<file path="src/rtl/uart_rx_core.sv">
// uart_rx_core: 16x-oversampling UART receiver (8 data bits, LSB first, 1 stop bit) with holding register and sticky flags.
// Define UART_RX_PARITY_EN to insert an even-parity bit before the stop bit and add the parity_err output.

module uart_rx_core #(
  parameter int CLK_FREQ   = 50000000,
  parameter int BAUD       = 9600,
  parameter int OVERSAMPLE = 16
) (
  input  logic       clk,
  input  logic       reset,
  input  logic       uart_rxd,
  input  logic       receive,
  input  logic       rx_interrupt_en,
  output logic [7:0] rx_data,
  output logic       rx_interrupt_status,
  output logic       rx_irq,
  output logic       frame_err,
  output logic       overrun,
`ifdef UART_RX_PARITY_EN
  output logic       parity_err,
`endif
  output logic       rx_busy
);

  localparam int DIV_RAW = CLK_FREQ / (BAUD * OVERSAMPLE);
  localparam int DIV     = (DIV_RAW < 1) ? 1 : DIV_RAW;
  localparam int TICK_W  = (DIV > 1) ? $clog2(DIV) : 1;
  localparam int SAMP_W  = $clog2(OVERSAMPLE);

  localparam logic [TICK_W-1:0] TICK_LAST = TICK_W'(DIV - 1);
  localparam logic [SAMP_W-1:0] SAMP_LAST = SAMP_W'(OVERSAMPLE - 1);
  localparam logic [SAMP_W-1:0] SAMP_7    = SAMP_W'(7);
  localparam logic [SAMP_W-1:0] SAMP_8    = SAMP_W'(8);
  localparam logic [SAMP_W-1:0] SAMP_9    = SAMP_W'(9);

  typedef enum logic [2:0] {
    S_IDLE,
    S_START,
    S_DATA,
`ifdef UART_RX_PARITY_EN
    S_PARITY,
`endif
    S_STOP
  } state_t;

  state_t              state_q, state_d;
  logic                rxd_meta_q, rxd_meta_d;
  logic                rxd_sync_q, rxd_sync_d;
  logic                rxd_prev_q, rxd_prev_d;
  logic [1:0]          flush_q, flush_d;
  logic [TICK_W-1:0]   tick_cnt_q, tick_cnt_d;
  logic [SAMP_W-1:0]   sample_cnt_q, sample_cnt_d;
  logic [2:0]          bit_idx_q, bit_idx_d;
  logic                captured_q, captured_d;
  logic                s7_q, s7_d;
  logic                s8_q, s8_d;
  logic [7:0]          shift_q, shift_d;
  logic                accept_q, accept_d;
  logic                ferr_set_q, ferr_set_d;
  logic [7:0]          rx_data_q, rx_data_d;
  logic                status_q, status_d;
  logic                frame_err_q, frame_err_d;
  logic                overrun_q, overrun_d;
  logic                busy_q, busy_d;
`ifdef UART_RX_PARITY_EN
  logic                par_bad_q, par_bad_d;
  logic                perr_set_q, perr_set_d;
  logic                parity_err_q, parity_err_d;
`endif

  logic tick, at_s7, at_s8, at_s9, at_last, majority;

  always_comb begin
    // NOTE: every _d starts from its _q so no path through this block leaves a signal unassigned (no latch).
    state_d      = state_q;
    tick_cnt_d   = tick_cnt_q;
    sample_cnt_d = sample_cnt_q;
    bit_idx_d    = bit_idx_q;
    captured_d   = captured_q;
    s7_d         = s7_q;
    s8_d         = s8_q;
    shift_d      = shift_q;
    accept_d     = 1'b0;
    ferr_set_d   = 1'b0;
    rx_data_d    = rx_data_q;
    status_d     = status_q;
    frame_err_d  = frame_err_q;
    overrun_d    = overrun_q;
`ifdef UART_RX_PARITY_EN
    par_bad_d    = par_bad_q;
    perr_set_d   = 1'b0;
    parity_err_d = parity_err_q;
`endif

    // The edge detector only trusts rxd_prev once both synchronizer stages hold real line samples,
    // so a line that is already low when reset is released never looks like a start edge.
    rxd_meta_d = uart_rxd;
    rxd_sync_d = rxd_meta_q;
    flush_d    = {flush_q[0], 1'b1};
    rxd_prev_d = flush_q[1] ? rxd_sync_q : 1'b0;

    tick     = (state_q != S_IDLE) && (tick_cnt_q == TICK_LAST);
    at_s7    = tick && (sample_cnt_q == SAMP_7);
    at_s8    = tick && (sample_cnt_q == SAMP_8);
    at_s9    = tick && (sample_cnt_q == SAMP_9);
    at_last  = tick && (sample_cnt_q == SAMP_LAST);
    majority = (s7_q & s8_q) | (s7_q & rxd_sync_q) | (s8_q & rxd_sync_q);

    if (state_q == S_IDLE) begin
      tick_cnt_d   = '0;
      sample_cnt_d = '0;
    end else begin
      tick_cnt_d = tick ? '0 : tick_cnt_q + TICK_W'(1);
      if (tick) sample_cnt_d = at_last ? '0 : sample_cnt_q + SAMP_W'(1);
    end
    if (at_s7) s7_d = rxd_sync_q;
    if (at_s8) s8_d = rxd_sync_q;

    case (state_q)
      S_IDLE: begin
        if (rxd_prev_q && !rxd_sync_q) state_d = S_START;
      end
      S_START: begin
        if (at_s9) begin
          if (!majority) begin
            state_d    = S_DATA;
            bit_idx_d  = 3'd0;
            captured_d = 1'b0;
`ifdef UART_RX_PARITY_EN
            par_bad_d  = 1'b0;
`endif
          end else begin
            state_d = S_IDLE;
          end
        end
      end
      S_DATA: begin
        if (at_s9) begin
          shift_d[bit_idx_q] = majority;
          captured_d         = 1'b1;
        end
        // The tail of the start bit also passes sample 15; only advance once this bit was captured.
        if (at_last && captured_q) begin
          captured_d = 1'b0;
          if (bit_idx_q == 3'd7) begin
`ifdef UART_RX_PARITY_EN
            state_d = S_PARITY;
`else
            state_d = S_STOP;
`endif
          end else begin
            bit_idx_d = bit_idx_q + 3'd1;
          end
        end
      end
`ifdef UART_RX_PARITY_EN
      S_PARITY: begin
        if (at_s9) par_bad_d = majority ^ (^shift_q);
        if (at_last) state_d = S_STOP;
      end
`endif
      S_STOP: begin
        // Leave half a bit early so the next start edge is not missed.
        if (at_s9) begin
          state_d = S_IDLE;
          if (majority) begin
`ifdef UART_RX_PARITY_EN
            accept_d = !par_bad_q;
`else
            accept_d = 1'b1;
`endif
          end else begin
            ferr_set_d = 1'b1;
          end
`ifdef UART_RX_PARITY_EN
          perr_set_d = par_bad_q;
`endif
        end
      end
      default: state_d = S_IDLE;
    endcase

    busy_d = (state_d != S_IDLE);

    if (receive) begin
      status_d    = 1'b0;
      frame_err_d = 1'b0;
      overrun_d   = 1'b0;
`ifdef UART_RX_PARITY_EN
      parity_err_d = 1'b0;
`endif
    end
    if (accept_q) begin
      rx_data_d = shift_q;
      status_d  = 1'b1;
      if (status_q && !receive) overrun_d = 1'b1;
    end
    if (ferr_set_q) frame_err_d = 1'b1;
`ifdef UART_RX_PARITY_EN
    if (perr_set_q) parity_err_d = 1'b1;
`endif
  end

  // NOTE: state uses non-blocking assignments only; every flop here is plain logic, so all get an async reset value.
  always_ff @(posedge clk or posedge reset) begin
    if (reset) begin
      state_q      <= S_IDLE;
      rxd_meta_q   <= 1'b1;
      rxd_sync_q   <= 1'b1;
      rxd_prev_q   <= 1'b0;
      flush_q      <= 2'b00;
      tick_cnt_q   <= '0;
      sample_cnt_q <= '0;
      bit_idx_q    <= 3'd0;
      captured_q   <= 1'b0;
      s7_q         <= 1'b1;
      s8_q         <= 1'b1;
      shift_q      <= 8'h00;
      accept_q     <= 1'b0;
      ferr_set_q   <= 1'b0;
      rx_data_q    <= 8'h00;
      status_q     <= 1'b0;
      frame_err_q  <= 1'b0;
      overrun_q    <= 1'b0;
      busy_q       <= 1'b0;
`ifdef UART_RX_PARITY_EN
      par_bad_q    <= 1'b0;
      perr_set_q   <= 1'b0;
      parity_err_q <= 1'b0;
`endif
    end else begin
      state_q      <= state_d;
      rxd_meta_q   <= rxd_meta_d;
      rxd_sync_q   <= rxd_sync_d;
      rxd_prev_q   <= rxd_prev_d;
      flush_q      <= flush_d;
      tick_cnt_q   <= tick_cnt_d;
      sample_cnt_q <= sample_cnt_d;
      bit_idx_q    <= bit_idx_d;
      captured_q   <= captured_d;
      s7_q         <= s7_d;
      s8_q         <= s8_d;
      shift_q      <= shift_d;
      accept_q     <= accept_d;
      ferr_set_q   <= ferr_set_d;
      rx_data_q    <= rx_data_d;
      status_q     <= status_d;
      frame_err_q  <= frame_err_d;
      overrun_q    <= overrun_d;
      busy_q       <= busy_d;
`ifdef UART_RX_PARITY_EN
      par_bad_q    <= par_bad_d;
      perr_set_q   <= perr_set_d;
      parity_err_q <= parity_err_d;
`endif
    end
  end

  assign rx_data             = rx_data_q;
  assign rx_interrupt_status = status_q;
  assign rx_irq              = status_q & rx_interrupt_en;
  assign frame_err           = frame_err_q;
  assign overrun             = overrun_q;
  assign rx_busy             = busy_q;
`ifdef UART_RX_PARITY_EN
  assign parity_err          = parity_err_q;
`endif

endmodule

</file>
<file path="config.mk">
export PLATFORM = sky130hd
export DESIGN_NAME = uart_rx_core
export DESIGN_NICKNAME = d
export VERILOG_FILES = /design/src/rtl/uart_rx_core.sv
export SDC_FILE = /design/constraint.sdc
export NUM_CORES = 1
export LEC_CHECK = 0
export BUFFER_PORTS_ARGS = -buffer_cell sky130_fd_sc_hd__buf_4
export CORE_ASPECT_RATIO = 0.5
export CORE_MARGIN = 3
export CORE_UTILIZATION = 55
export DETAILED_ROUTE_END_ITERATION = 10
export PLACE_DENSITY_LB_ADDON = 0.25
export REMOVE_ABC_BUFFERS = 1
export SYNTH_ARGS = -nofsm -noshare
export SYNTH_HDL_FRONTEND = slang
export SYNTH_SLANG_ARGS = --single-unit
</file>
<file path="constraint.sdc">
create_clock -name clk -period 3.4 [get_ports clk]
set_input_delay 0 -clock clk [delete_from_list [all_inputs] [get_ports clk]]
set_output_delay 0 -clock clk [all_outputs]
set_load 0.02 [all_outputs]
</file>
==> impl_metrics.py <==
metrics = {
    "power": {
        "totalPowerFinal_uw": 966.4,
        "ir_drop_mv": 0.1747,
        "p_leak_nw": 1.245,
        "pwr_density_cell_nw_per_um2": 384.1,
    },
    "worst_setup_path": {
        "critPathCaptureType": "register",
        "cp_data_arrival_time_ns": 2.24,
        "setup.worst_path.start_class": "register",
        "crit-reg2reg-capture": "bit_idx_q[0]",
        "r2r-start": "tick_cnt_q[0]",
        "worst-endpoint-required_ns": 3.59,
        "worst_r2r_path_depth": 7,
        "worst-r2r-setup-slack_ns": 1.34,
        "start_to_end_type_of_the_worst_setup_path": "reg2reg",
        "worst-path-max-fanout": 8,
    },
    "logic_synthesis": {
        "syn_inst": 192,
        "yosys.area_share.simple_pct": 20.69,
        "area_share_of_the_leading_cell_type_in_the_synthesized_netlist_pct": 50.06,
        "main_combinational_cell_family_by_area_after_synthesis": "simple AND/OR/NAND/NOR gates",
        "ys_seq_elements": 49,
        "synth_area_leader_cell": "dfrtp_1",
        "ys_types": 45,
        "synth-compound-area-share_pct": 4.449,
        "synth.cells.most_frequent": "dfrtp_1 (45), mux2_2 (17), nor2_1 (16)",
        "ys_top_cells_by_area": "dfrtp_1 (50%), mux2_2 (8.5%), dfstp_2 (4.7%)",
        "muxShareOfSynthArea_pct": 9.511,
        "post_synth_xor_area_fraction_pct": 3.115,
        "synth-edff-count": 0,
        "dominant_cell_by_count_in_the_synthesized_netlist": "dfrtp_1",
        "syn_avg_cell_area_um2": 11.72,
        "ys_async_sr_fraction_pct": 100.0,
        "synth-adder-area-share_pct": 4.338,
        "netlist_area_um2": 2250,
        "ys_warn_count": 0,
        "yosysSeqAreaShare_pct": 54.73,
        "dominantRegCellSynth": "dfrtp_1",
    },
    "grt": {
        "maximum_number_of_pins_on_one_net_before_global_route_repair": 50,
        "number_of_global_route_vias_before_repair": 1437,
        "top_usage_layer": "met2",
        "globalRoute.totalOverflow": 0,
        "grt_use_met1_pct": 22.00,
        "gr-usage-met3_pct": 5.294,
        "grt_usage_pct": 17.63,
        "gr-usage-met2_pct": 29.91,
        "grt_antenna_before_repair": 0,
        "grt_pass1_wl_mm": 6.520,
    },
    "worst_hold_path": {
        "min_path_type": "in2out",
        "hp-start": "rx_interrupt_en",
        "hold-path-cell-count": 3,
        "whs_endpoint": "rx_irq",
    },
    "sta": {
        "worst_slew_pin_slew_ns": 0.9715,
        "grt_setup_unrepaired": "false",
        "final-hold-violation-count": 0,
        "finalCritPeriodShare_pct": 60.46,
        "worst_clock_skew_ns": 0.005744,
        "slew_headroom_pct": 35.14,
        "clock.fmax_ghz": 0.4865,
        "totalNegativeSetupSlack_ns": 0,
        "final-max-slew-violation-count": 0,
        "min_period_ns": 2.056,
        "setup-violations-final": 0,
    },
    "cts": {
        "cts_root_buf": "clkbuf_8",
        "worst_skew_pair.late_latency_ns": 0.30,
        "tritoncts": "yes",
        "cts.path.max_buffers": 2,
        "post-cts-setup-buffers": 0,
        "clk_pin_slew_worst_paths_ns": 0.08,
        "cts_htree_levels": 2,
        "num_cts_buffers": 5,
        "clock_sinks": 49,
    },
    "placement": {
        "final_hpwl_dp_mm": 2.640,
        "buffers_on_ports": 17,
        "final_weighted_congestion_in_routability_driven_placement": 0.8791,
    },
    "floorplan": {
        "die_area_um2": 4940,
        "design.core.area_um2": 3679,
        "die_w_um": 96.45,
        "floorplan.initialDensity_pct": 61.16,
        "floorplan.rows": 15,
        "die_outline_height_um": 51.23,
        "ioPinCount": 18,
    },
    "cells_and_area": {
        "num-nets-final": 223,
        "insertedDiodeCount": 0,
        "layout-area-overhead-vs-synth_pct": 11.85,
        "drive_gt1_share_pct": 27.36,
        "nFillCells": 274,
    },
    "routing": {
        "initial_drc_count": 54,
        "vias_per_cell": 5.525,
        "detail-route-antenna-nets": 0,
        "total_wire_length_after_detailed_routing_mm": 3.835,
        "drc_errors": 0,
        "route.vias.total": 1453,
        "wire_per_inst_um": 14.58,
        "drtPass1Iterations": 4,
    },
    "run": {
        "drv_cap": 0,
    },
    "outcome": {
        "status": "complete, no violations",
    },
}
[registers in the layout, indices dropped and copies added (netlist names), 2 cells and up]
register,cells
bit_idx_q,3
flush_q,2
rx_data,8
sample_cnt_q,4
shift_q,8
state_q,3
tick_cnt_q,9
[where the power goes]
part / switching (mW) / internal, mW / total (mW) / leakage [nW]
Sequential: 0.0107 / 0.594 / 0.604 / 0.659
Combinational: 0.0268 / 0.0153 / 0.0421 / 0.542
Clock: 0.177 / 0.143 / 0.320 / 0.0450
Total: 0.215 / 0.752 / 0.966 / 1.25
[per-stage QoR]
step	setup slack (ns)	instances	hold WS (ns)	utilization (%)	instance area, µm²
after floorplan	1.573	184	0.004478	-	2212
after global placement	1.490	252	0.1100	65.34	2404
after detailed placement	1.364	252	0.1100	65.34	2404
after CTS	1.339	263	0.3117	68.40	2516
after global routing	1.151	263	0.3330	68.40	2516
final	1.344	263	0.3070	68.40	2516
[critical path, stage by stage (launching register included)]
cell,delay [ns]
dfrtp_1,0.44
inv_1,0.09
ha_1,0.14
and4bb_2,0.28
nand2_2,0.13
nor4_2,0.42
o22ai_1,0.16
mux2_2,0.29
[cell type report]
cell class | instances | area, µm² | share of cell area [%]
clock buffers | 6 | 72.57 | 2.884
clock inverters | 2 | 10.01 | 0.3978
inverters | 7 | 26.28 | 1.044
multi-input cells | 128 | 954.7 | 37.94
flip-flops and latches | 49 | 1231 | 48.93
well taps | 51 | 63.81 | 2.536
repair buffers | 20 | 157.7 | 6.266
[worst max path at each step]
stage,startpoint,end,slack (ns),cells past startpoint
6_report,tick_cnt_q[0],bit_idx_q[0],1.34,7
5_1_grt,tick_cnt_q[0],bit_idx_q[0],1.15,7
4_1_cts,tick_cnt_q[0],bit_idx_q[0],1.34,7
3_5_place_dp,tick_cnt_q[0],bit_idx_q[0],1.36,7
3_3_place_gp,tick_cnt_q[0],bit_idx_q[0],1.49,7
2_1_floorplan,tick_cnt_q[0],bit_idx_q[0],1.57,7
[kinds of logic after synthesis]
group,after synthesis
xor+xnor,8
other cells,2
simple gates,76
buf+inv,15
mux,19
fa+ha+maj,8
compound gates,15
flops,49
[per-layer routing]
layer | share of wire, % | wire length, µm | up-vias
met5 | 0 | 0 | -
met4 | 0.81 | 31 | 0
met3 | 4.0 | 154 | 6
met2 | 48 | 1825 | 25
met1 | 48 | 1824 | 727
li1 | - | - | 695
[cell usage in the layout, fill, tap and decap left out, types with 5 or more instances in the layout]
cell type,n
ha_1,7
mux2_2,17
clkbuf_8,5
buf_4,17
xor2_1,7
nand2_1,11
nor3_1,6
nor2_1,16
dfrtp_1,45
nand3_1,9
inv_1,6
[what timing repair did]
item	CTS	global route
setup endpoints to repair	0	0
endpoints found under the hold margin	47	0
hold buffers	3	0
resized for setup	0	0
Power figures use the tool's default switching activity.
